**src/rtl/mem_bist_pkg.sv**
```systemverilog
// Shared definitions for the memory BIST controller: FSM state encoding,
// the default pattern seed, and the drain counter width.
package mem_bist_pkg;

  typedef enum logic [2:0] {
    ST_IDLE  = 3'd0,
    ST_WRITE = 3'd1,
    ST_READ  = 3'd2,
    ST_DRAIN = 3'd3,
    ST_DONE  = 3'd4
  } state_t;

  localparam logic [7:0] DEFAULT_SEED = 8'hA5;

  // Counts DRAIN cycles; read latency never exceeds 3.
  localparam int unsigned DRAIN_CNT_W = 2;

endpackage

```
**src/rtl/mem_bist_cmp_pipe.sv**
```systemverilog
// Delay line carrying expected data and address alongside outstanding RAM
// reads, so each returning word meets its own expected value.
// Ports:
//   clk, rst_n            clock / async active-low reset (flushes the line)
//   in_valid/addr/exp     read issued this cycle
//   out_valid/addr/exp    read whose data is on mem_dout this cycle
// RD_LAT = 0 makes the line a straight wire (combinational RAM read).
module mem_bist_cmp_pipe
  import mem_bist_pkg::*;
#(
  parameter int unsigned RD_LAT = 1,
  parameter int unsigned ADDR_W = 7,
  parameter int unsigned DATA_W = 8
) (
  input  logic              clk,
  input  logic              rst_n,
  input  logic              in_valid,
  input  logic [ADDR_W-1:0] in_addr,
  input  logic [DATA_W-1:0] in_exp,
  output logic              out_valid,
  output logic [ADDR_W-1:0] out_addr,
  output logic [DATA_W-1:0] out_exp
);

  generate
    if (RD_LAT == 0) begin : g_comb
      assign out_valid = in_valid;
      assign out_addr  = in_addr;
      assign out_exp   = in_exp;
    end else begin : g_reg
      logic              vld_q  [RD_LAT];
      logic [ADDR_W-1:0] addr_q [RD_LAT];
      logic [DATA_W-1:0] exp_q  [RD_LAT];

      // Shift register, stage 0 takes the newly issued read.
      always_ff @(posedge clk or negedge rst_n) begin
        if (!rst_n) begin
          for (int i = 0; i < int'(RD_LAT); i++) begin
            vld_q[i]  <= 1'b0;
            addr_q[i] <= '0;
            exp_q[i]  <= '0;
          end
        end else begin
          vld_q[0]  <= in_valid;
          addr_q[0] <= in_addr;
          exp_q[0]  <= in_exp;
          for (int i = 1; i < int'(RD_LAT); i++) begin
            vld_q[i]  <= vld_q[i-1];
            addr_q[i] <= addr_q[i-1];
            exp_q[i]  <= exp_q[i-1];
          end
        end
      end

      assign out_valid = vld_q[RD_LAT-1];
      assign out_addr  = addr_q[RD_LAT-1];
      assign out_exp   = exp_q[RD_LAT-1];
    end
  endgenerate

endmodule

```
**src/rtl/mem_bist_ctrl.sv**
```systemverilog
// Memory BIST controller: writes addr^SEED to every RAM location, reads
// everything back, and reports pass / first failing address / error count.
// Ports:
//   clk, rst_n        clock / async active-low reset
//   start             one-cycle run request (ignored while busy)
//   mem_wen/addr/din  RAM write enable, address, write data
//   mem_dout          RAM read data, valid RD_LAT cycles after the address
//   busy, done, pass  run status; pass valid while done=1
//   fail_addr         address of the first mismatch of the run
//   err_cnt           mismatch count, saturating at 255
// Build option: define MEM_BIST_INV_PASS_EN to add a second pass with
// inverted data ~(addr^SEED) before DONE.
module mem_bist_ctrl
  import mem_bist_pkg::*;
#(
  parameter int unsigned ADDR_W = 7,
  parameter int unsigned DATA_W = 8,
  parameter logic [7:0]  SEED   = DEFAULT_SEED,
  parameter int unsigned RD_LAT = 1
) (
  input  logic              clk,
  input  logic              rst_n,
  input  logic              start,
  output logic              mem_wen,
  output logic [ADDR_W-1:0] mem_addr,
  output logic [DATA_W-1:0] mem_din,
  input  logic [DATA_W-1:0] mem_dout,
  output logic              busy,
  output logic              done,
  output logic              pass,
  output logic [ADDR_W-1:0] fail_addr,
  output logic [7:0]        err_cnt
);

  localparam int unsigned PAT_W = (ADDR_W > 8) ? ADDR_W : 8;
  localparam logic [ADDR_W-1:0] ADDR_MAX = '1;

  // Pattern for one address: addr^SEED truncated to the data width.
  function automatic logic [DATA_W-1:0] pattern(input logic [ADDR_W-1:0] a);
    logic [PAT_W-1:0] x;
    x = PAT_W'(a) ^ PAT_W'(SEED);
    return DATA_W'(x);
  endfunction

  state_t                 state_q, state_d;
  state_t                 pass_end_c;
  logic [DRAIN_CNT_W-1:0] drain_cnt_q;
  logic                   addr_last_c;
  logic                   start_ok_c;
  logic [ADDR_W-1:0]      addr_next_c;
  logic [DATA_W-1:0]      din_next_c;
  logic [DATA_W-1:0]      exp_issue_c;
  logic                   issue_c;
  logic                   cmp_valid_c;
  logic [ADDR_W-1:0]      cmp_addr_c;
  logic [DATA_W-1:0]      cmp_exp_c;
  logic                   mismatch_c;

  assign addr_last_c = (mem_addr == ADDR_MAX);
  assign start_ok_c  = start && ((state_q == ST_IDLE) || (state_q == ST_DONE));
  assign issue_c     = (state_q == ST_READ);
  // Address walks only in WRITE/READ and wraps to 0 at each phase end.
  assign addr_next_c = ((state_q == ST_WRITE) || (state_q == ST_READ)) ?
                       (mem_addr + ADDR_W'(1)) : '0;

`ifdef MEM_BIST_INV_PASS_EN
  logic inv_q, inv_d;

  assign pass_end_c = inv_q ? ST_DONE : ST_WRITE;

  // Entering WRITE from the end of a pass selects the inverted pass.
  always_comb begin
    inv_d = inv_q;
    if ((state_d == ST_WRITE) && (state_q != ST_WRITE)) begin
      inv_d = (state_q == ST_READ) || (state_q == ST_DRAIN);
    end
  end

  assign din_next_c  = pattern(addr_next_c) ^ {DATA_W{inv_d}};
  assign exp_issue_c = pattern(mem_addr) ^ {DATA_W{inv_q}};

  always_ff @(posedge clk or negedge rst_n) begin
    if (!rst_n) inv_q <= 1'b0;
    else        inv_q <= inv_d;
  end
`else
  assign pass_end_c  = ST_DONE;
  assign din_next_c  = pattern(addr_next_c);
  assign exp_issue_c = pattern(mem_addr);
`endif

  // Next-state logic.
  always_comb begin
    state_d = state_q;
    unique case (state_q)
      ST_IDLE, ST_DONE: if (start) state_d = ST_WRITE;
      ST_WRITE:         if (addr_last_c) state_d = ST_READ;
      ST_READ:          if (addr_last_c) state_d = (RD_LAT == 0) ? pass_end_c : ST_DRAIN;
      ST_DRAIN:         if (drain_cnt_q == DRAIN_CNT_W'(RD_LAT - 1)) state_d = pass_end_c;
      default:          state_d = ST_IDLE;
    endcase
  end

  // State register.
  always_ff @(posedge clk or negedge rst_n) begin
    if (!rst_n) state_q <= ST_IDLE;
    else        state_q <= state_d;
  end

  mem_bist_cmp_pipe #(
    .RD_LAT (RD_LAT),
    .ADDR_W (ADDR_W),
    .DATA_W (DATA_W)
  ) u_cmp_pipe (
    .clk       (clk),
    .rst_n     (rst_n),
    .in_valid  (issue_c),
    .in_addr   (mem_addr),
    .in_exp    (exp_issue_c),
    .out_valid (cmp_valid_c),
    .out_addr  (cmp_addr_c),
    .out_exp   (cmp_exp_c)
  );

  assign mismatch_c = cmp_valid_c && (mem_dout != cmp_exp_c);

  // RAM drive, drain counter and result registers.
  always_ff @(posedge clk or negedge rst_n) begin
    if (!rst_n) begin
      mem_wen     <= 1'b0;
      mem_addr    <= '0;
      mem_din     <= '0;
      drain_cnt_q <= '0;
      busy        <= 1'b0;
      done        <= 1'b0;
      pass        <= 1'b0;
      fail_addr   <= '0;
      err_cnt     <= '0;
    end else begin
      mem_wen     <= (state_d == ST_WRITE);
      mem_addr    <= addr_next_c;
      mem_din     <= (state_d == ST_WRITE) ? din_next_c : '0;
      drain_cnt_q <= (state_q == ST_DRAIN) ? (drain_cnt_q + DRAIN_CNT_W'(1)) : '0;

      if (start_ok_c) begin
        busy      <= 1'b1;
        done      <= 1'b0;
        pass      <= 1'b0;
        fail_addr <= '0;
        err_cnt   <= '0;
      end else begin
        if (mismatch_c) begin
          if (err_cnt != 8'hFF) err_cnt <= err_cnt + 8'd1;
          if (err_cnt == 8'h00) fail_addr <= cmp_addr_c;
        end
        // The final compare lands on the same edge that enters DONE.
        if ((state_d == ST_DONE) && (state_q != ST_DONE)) begin
          busy <= 1'b0;
          done <= 1'b1;
          pass <= (err_cnt == 8'h00) && !mismatch_c;
        end
      end
    end
  end

endmodule

```
**config.mk**
```make
export PLATFORM = sky130hd
export DESIGN_NAME = mem_bist_ctrl
export DESIGN_NICKNAME = d
export VERILOG_FILES = /design/src/rtl/mem_bist_pkg.sv /design/src/rtl/mem_bist_cmp_pipe.sv /design/src/rtl/mem_bist_ctrl.sv
export SDC_FILE = /design/constraint.sdc
export NUM_CORES = 1
export LEC_CHECK = 0
export CAP_MARGIN = 20
export CORE_AREA = 2 2 67 69
export DETAILED_ROUTE_END_ITERATION = 10
export DIE_AREA = 0 0 69 71
export PLACE_DENSITY = 0.88
export SYNTH_ARGS = -nofsm -noshare
export SYNTH_HDL_FRONTEND = slang
export SYNTH_SLANG_ARGS = --single-unit
```
**constraint.sdc**
```tcl
create_clock -name clk -period 3.65 [get_ports clk]
set_clock_uncertainty 0.2 [all_clocks]
set_input_delay 0.365 -clock clk [delete_from_list [all_inputs] [get_ports clk]]
set_output_delay 0.365 -clock clk [all_outputs]
set_load 0.005 [all_outputs]
```
==> results.sh, run 1 <==
export IMPL_p_sw_uw=375.1
export IMPL_diodes=0
export IMPL_synth_nets=216
export IMPL_cts_resized_gates=0
export IMPL_yosysWarnings=0
export IMPL_period_needed_ns=1.987
export IMPL_leakage_nw=1.193
export IMPL_die_area_sq_um=4899
export IMPL_p_clk_share_pct=26.0
export IMPL_wl_per_cell_um=13.96
export IMPL_cp_startpoint="err_cnt[0]"
export IMPL_synth_top_cell_by_area="dfrtp_1"
export IMPL_synth_seq_cells=50
export IMPL_io_buffers=44
export IMPL_muxShareOfSynthArea_pct=3.657
export IMPL_gp_congestion=0.7875
export IMPL_ys_types=42
export IMPL_clk_latency_ns=0.31
export IMPL_crit_chain="ha_1 > and4_4 > and4_1 > o31a_1 > o21a_1"
export IMPL_dieHeight_um=71
export IMPL_p_seq_share_pct=53.6
export IMPL_totalWireLength_um=4104
export IMPL_synthCells=201
export IMPL_clock_sinks=50
export IMPL_drive_above_1_share_pct=7.851
export IMPL_dp_hpwl_um=2957
export IMPL_swShare_pct=28.43
export IMPL_synthAdderAreaFrac_pct=2.286
export IMPL_finalSetupViolations=0
export IMPL_worst_slew_margin_rel_pct=56.21
export IMPL_synth_xor_area_share_pct=5.600
export IMPL_synth_top_cell_area_share_pct=57.14
export IMPL_synth_simple_area_share_pct=16.97
export IMPL_ios=45
export IMPL_critPathMaxStageDelay_ns=0.44
export IMPL_ir_worst_vdd_mv=0.4780
export IMPL_syn_to_final_growth_pct=24.51
export IMPL_synth_edf_count=0
export IMPL_tightest_slew_ns=0.6568
export IMPL_synth_main_ff_cell="dfrtp_1"
export IMPL_vias=1561
export IMPL_synth_seq_area_share_pct=57.14
export IMPL_synth_top_family_by_area="simple AND/OR/NAND/NOR gates"
export IMPL_path_max_fanout=6
export IMPL_cts_made_buffers=5
export IMPL_grt_pass1_vias=1518
export IMPL_clockBufferDepth=2
export IMPL_syn_mean_instance_area_sq_um=10.89
export IMPL_cp_start_kind="flip-flop"
export IMPL_setup_worst_path_end="err_cnt[3]"
export IMPL_report_final_slew_viol_count=0
export IMPL_drv_cap=0
export IMPL_initial_core_util_pct=52.08
export IMPL_combPwrFrac_pct=20.5
export IMPL_fp_dieW_um=69
export IMPL_whs_ns=0.2320
export IMPL_vias_per_cell=5.310
export IMPL_run_status="complete, no violations"
export IMPL_synth_area_sq_um=2190
export IMPL_rsz0062_at_grt="no"
export IMPL_r2r_start="err_cnt[0]"
export IMPL_cts_tree="yes"
export IMPL_p_int_uw=944.2
export IMPL_p_per_area_nw_per_um2=483.9
export IMPL_drc=0
export IMPL_crit_slowest_cell="dfrtp_1"
export IMPL_num_rows=24
export IMPL_timing_fmax_ghz=0.5032
export IMPL_finalWorstSetupSlack_ns=1.663
export IMPL_htree_levels=2
export IMPL_crit_required_ns=3.66
export IMPL_r2r_end="err_cnt[3]"
export IMPL_min_path_type="flip-flop to flip-flop"
export IMPL_critical_path_class="flip-flop to flip-flop"
export IMPL_synth_area_top_cells="dfrtp_1 57%, xnor2_1 4.4%, nand2_1 4.1%"
export IMPL_globalRoute_totalOverflow=0
export IMPL_ant_nets=0
export IMPL_worstSetupEndpointType="flip-flop"
export IMPL_setup_tns_ns=0
export IMPL_reg2reg_depth=5
export IMPL_clk_pin_slew_ns=0.10
export IMPL_core_area_sq_um=4204
export IMPL_grt_pass1_wl_um=6969
export IMPL_grt_max_degree=31
export IMPL_async_reset_ff_share_pct=100.0
export IMPL_finalHoldViolations=0
export IMPL_drtIter0Drc=100
export IMPL_place_ws_ns=1.399
export IMPL_layout_worst_path_cycle_share_pct=54.45
export IMPL_antenna_found_initial=0
export IMPL_rrSetupSlack_ns=1.66
export IMPL_num_nets_final=256
export IMPL_critPathArrivalTime_ns=1.99
export IMPL_grtUsageTotal_pct=17.70
export IMPL_firstDrtPassIters=5
export IMPL_post_route_util_pct=64.85
export IMPL_synth_compound_area_share_pct=8.171
export IMPL_p_total_mw=1.319
export IMPL_cts_root_buf="clkbuf_8"
[what timing repair did]
item,4_1_cts,5_1_grt
setup buffers,0,0
hold endpoints to repair,29,0
hold buffers,1,0
[metal layers]
| metal | vias to the layer above | wire [um] | GRT usage (%) |
|---|---|---|---|
| met4 | 0 | 59 | 6.100 |
| met1 | 752 | 1784 | 22.66 |
| met2 | 46 | 1986 | 28.21 |
| met3 | 7 | 275 | 6.268 |
| li1 | 756 | - | - |
| met5 | - | 0 | 0 |
[flip-flops by register name, summed over array words and instances (netlist names)]
name / count
busy: 1
done: 1
drain_cnt_q: 2
err_cnt: 8
fail_addr: 7
mem_addr: 7
mem_din: 8
pass: 1
state_q: 3
u_cmp_pipe.out_addr: 6
u_cmp_pipe.out_exp: 5
u_cmp_pipe.out_valid: 1
[power by group through the flow]
| stage | clock [mW] | combinational [mW] | sequential [mW] |
|---|---|---|---|
| 3_5_place_dp | 0 | 0.273 | 0.716 |
| 6_report | 0.343 | 0.270 | 0.707 |
| 5_1_grt | 0.373 | 0.302 | 0.716 |
| 4_1_cts | 0.348 | 0.275 | 0.706 |
| 3_3_place_gp | 0 | 0.266 | 0.716 |
| 2_1_floorplan | 0 | 0.144 | 0.705 |
[logic make-up after synthesis]
kind of cell | after synthesis
AO/OA/AOI/OAI | 24
XOR/XNOR | 14
adder cells (fa/ha/maj) | 4
buffers and inverters | 27
flip-flops | 50
multiplexers | 8
other | 1
AND/OR/NAND/NOR | 73
[area by class of cell]
cell class | instances | area [sq um]
Fill cell | 342 | 1478
Clock buffer | 5 | 68.82
Clock inverter | 3 | 28.78
Tap cell | 52 | 65.06
Sequential cell | 50 | 1251
Inverter | 14 | 52.55
Timing Repair Buffer | 46 | 452.9
Multi-Input combinational cell | 124 | 807.0
[how the worst min path moves through the flow]
stage,from,to,depth (start not counted),slack (ns)
2_1_floorplan,rst_n,busy,0,-0.13
3_5_place_dp,drain_cnt_q[0],drain_cnt_q[0],1,0.22
4_1_cts,drain_cnt_q[0],drain_cnt_q[0],1,0.24
3_3_place_gp,mem_addr[5],u_cmp_pipe.out_addr[5],0,0.21
5_1_grt,drain_cnt_q[0],drain_cnt_q[0],1,0.27
6_report,drain_cnt_q[0],drain_cnt_q[0],1,0.23
[layout by cell type, fill, tap and decap left out, types with 2 or more instances in the layout]
| master | n |
|---|---|
| a31oi_1 | 2 |
| nand2_1 | 24 |
| nand3_1 | 9 |
| xor2_1 | 3 |
| nor2_1 | 13 |
| o21ai_0 | 3 |
| o31ai_1 | 2 |
| a311oi_1 | 2 |
| nor3_2 | 2 |
| a21oi_1 | 6 |
| nand4_1 | 5 |
| inv_1 | 14 |
| ha_1 | 4 |
| xnor2_1 | 11 |
| mux2i_1 | 8 |
| nor3_1 | 5 |
| clkbuf_8 | 5 |
| dfrtp_1 | 50 |
| clkdlybuf4s50_1 | 43 |
| o21a_1 | 2 |
| and3_1 | 4 |
[per-stage QoR]
stage / cells / cell area [sq um]
6_report: 294 / 2726
5_1_grt: 294 / 2726
4_1_cts: 294 / 2726
3_5_place_dp: 285 / 2619
3_3_place_gp: 285 / 2619
2_1_floorplan: 201 / 2190
[worst max-delay path, delay by kind of cell, from the launching register on]
| kind | cells | cell delay [ns] |
|---|---|---|
| and+or+nand+nor | 2 | 0.50 |
| adders and majority gates | 1 | 0.28 |
| DFF | 1 | 0.44 |
| AOI/OAI and AO/OA | 2 | 0.47 |
[synthesized netlist by cell type (2+ instances only)]
library cell	n
mux2i_1	8
a31oi_1	2
ha_1	4
nor2_1	13
and3_1	4
buf_4	5
dfrtp_1	50
inv_1	14
o21a_1	2
a21oi_1	6
clkbuf_1	4
nor3_1	5
xor2_1	3
nor3_2	2
nand2_1	24
nand4_1	5
xnor2_1	11
nand3_1	9
buf_2	3
o21ai_0	3
o31ai_1	2
a311oi_1	2
Note: power is estimated with default switching activity, not from simulation.
==> run 2: changes to the inputs <==
- CORE_AREA: 2 2 67 69 -> 2 2 72 74
- DIE_AREA: 0 0 69 71 -> 0 0 74 76
- PLACE_DENSITY: 0.88 -> 0.81
- clock period: 3.65 -> 1.7 ns (I/O delays scaled with it)
==> results.sh, run 2 (synthesized netlist as in run 1, its figures left out) <==
export IMPL_reg2reg_depth=6
export IMPL_crit_required_ns=1.68
export IMPL_final_area_sq_um=3134
export IMPL_core_area_sq_um=4912
export IMPL_finalWorstSetupSlack_ns=-0.07498
export IMPL_wl_per_cell_um=14.05
export IMPL_critPathBufInv=1
export IMPL_drv_cap=0
export IMPL_antenna_found_initial=0
export IMPL_worstSetupEndpointType="flip-flop"
export IMPL_finalHoldViolations=0
export IMPL_num_rows=26
export IMPL_cts_tree="yes"
export IMPL_min_path_type="primary input to asynchronous set/reset pin"
export IMPL_initial_core_util_pct=44.57
export IMPL_syn_to_final_growth_pct=43.14
export IMPL_r2r_end="err_cnt[6]"
export IMPL_diodes=0
export IMPL_cts_made_buffers=5
export IMPL_place_area_sq_um=2872
export IMPL_r2r_start="u_cmp_pipe.out_addr[3]"
export IMPL_fp_dieW_um=74
export IMPL_grt_max_degree=51
export IMPL_cp_start_kind="flip-flop"
export IMPL_critPathArrivalTime_ns=1.75
export IMPL_crit_slowest_cell="dfrtp_1"
export IMPL_ir_worst_vdd_mv=0.7515
export IMPL_layout_cells_most_common="dfrtp_1"
export IMPL_crit_family="compound AO/OA/AOI/OAI gates"
export IMPL_io_buffers=44
export IMPL_htree_levels=2
export IMPL_path_max_fanout=4
export IMPL_p_per_area_nw_per_um2=943.0
export IMPL_num_nets_final=294
export IMPL_drtIter0Drc=105
export IMPL_grtUsageTotal_pct=18.38
export IMPL_clock_sinks=50
export IMPL_timing_fmax_ghz=0.5634
export IMPL_firstDrtPassIters=4
export IMPL_reg_top3="err_cnt (8), mem_din (8)"
export IMPL_run_status="finished, violations left"
export IMPL_final_seq_area_sq_um=1252
export IMPL_clockBufferDepth=2
export IMPL_clk_latency_ns=0.30
export IMPL_die_area_sq_um=5624
export IMPL_final_cells=350
export IMPL_globalRoute_totalOverflow=0
export IMPL_grt_pass1_vias=1708
export IMPL_rsz0062_at_grt="yes"
export IMPL_cts_root_buf="clkbuf_8"
export IMPL_place_inst=330
export IMPL_period_needed_ns=1.775
export IMPL_rrSetupSlack_ns=-0.07
export IMPL_layout_common_cells="49 x dfrtp_1, 37 x clkdlybuf4s50_1, 34 x buf_4"
export IMPL_ios=45
export IMPL_ant_nets=0
export IMPL_drc=0
export IMPL_totalWireLength_um=4918
export IMPL_vias=1718
export IMPL_report_final_slew_viol_count=0
export IMPL_final_fill_count=382
export IMPL_clk_pin_slew_ns=0.09
export IMPL_dp_hpwl_um=3265
export IMPL_crit_chain="xnor2_1 > nand4_1 > o21a_2 > buf_4 > a31oi_1 > a311oi_1"
export IMPL_cp_startpoint="u_cmp_pipe.out_addr[3]"
export IMPL_grt_pass1_wl_um=8079
export IMPL_setup_tns_ns=-0.5043
export IMPL_layout_worst_path_cycle_share_pct=104.4
export IMPL_vias_per_cell=4.909
export IMPL_finalSetupViolations=16
export IMPL_violations="negative setup slack"
export IMPL_gp_congestion=0.8593
export IMPL_multi_input_area_sq_um=869.6
export IMPL_leakage_nw=1.489
export IMPL_critPathMaxStageDelay_ns=0.40
export IMPL_dieHeight_um=76
export IMPL_critical_path_class="flip-flop to flip-flop"
export IMPL_drive_above_1_share_pct=25.36
[run 2: cell types whose count changed in the layout (fill, tap and decap cells not counted), moves of 3 or more]
cell             change
nor3_1               -3
nor3_2               +3
a21oi_2              +3
buf_6                +4
buf_4               +33
clkdlybuf4s50_1      -6
dlymetal6s2s_1       +6
a21oi_1              -3
[run 2: metrics by stage]
| step | total power, mW | util, % | setup WS (ns) | hold WS [ns] |
|---|---|---|---|---|
| final | 2.956 | 63.81 | -0.07498 | 0.1680 |
| after floorplan | 1.840 | - | -0.08659 | -0.3256 |
| after CTS | 2.962 | 61.82 | -0.06853 | 0.1881 |
| after global placement | 2.235 | 58.46 | -0.2041 | -0.02540 |
| after detailed placement | 2.255 | 58.46 | -0.2720 | -0.02385 |
| after global routing | 3.121 | 63.81 | -0.1450 | 0.2253 |
[run 2: worst max-delay path by stage]
stage / cells past startpoint / slack, ns / endpoint
floorplan: 6 / -0.09 / err_cnt[3]
global placement: 6 / -0.20 / err_cnt[6]
detailed placement: 6 / -0.27 / fail_addr[3]
CTS: 5 / -0.07 / mem_din[3]
global route: 6 / -0.15 / err_cnt[6]
finish: 6 / -0.07 / err_cnt[6]
[run 2: routing by layer]
metal / up-vias / global-route usage (%) / wire length [um]
met5: - / 0 / 0
met4: 0 / 3.818 / 47
met3: 7 / 5.820 / 323
met2: 56 / 29.11 / 2454
met1: 824 / 24.78 / 2092
li1: 831 / - / -
[run 2: final cells by class]
class / instances / area share, %
inverter: 14 / 1.677
clock buffer: 7 / 2.754
timing repair buffer: 84 / 24.91
clock inverter: 1 / 0.1597
multi-input combinational: 124 / 27.74
tap: 70 / 2.794
sequential: 50 / 39.96
[run 2: tightest hold or removal path, stage by stage]
cell and delay [ns]:
dlygate4sd3_1 0.52, buf_2 0.12, buf_12 0.25
[run 2: report_power, final]
part	internal, mW	switching [mW]
combinational	0.451	0.338
sequential	1.38	0.0900
clock	0.329	0.372
[run 2: what timing repair did]
item	CTS	global route
gates resized for setup	9	18
buffers inserted	4	7
endpoints found under the setup margin	23	30
hold buffers	1	0
hold endpoints to repair	50	0
pin swaps	15	9
cloned	0	0
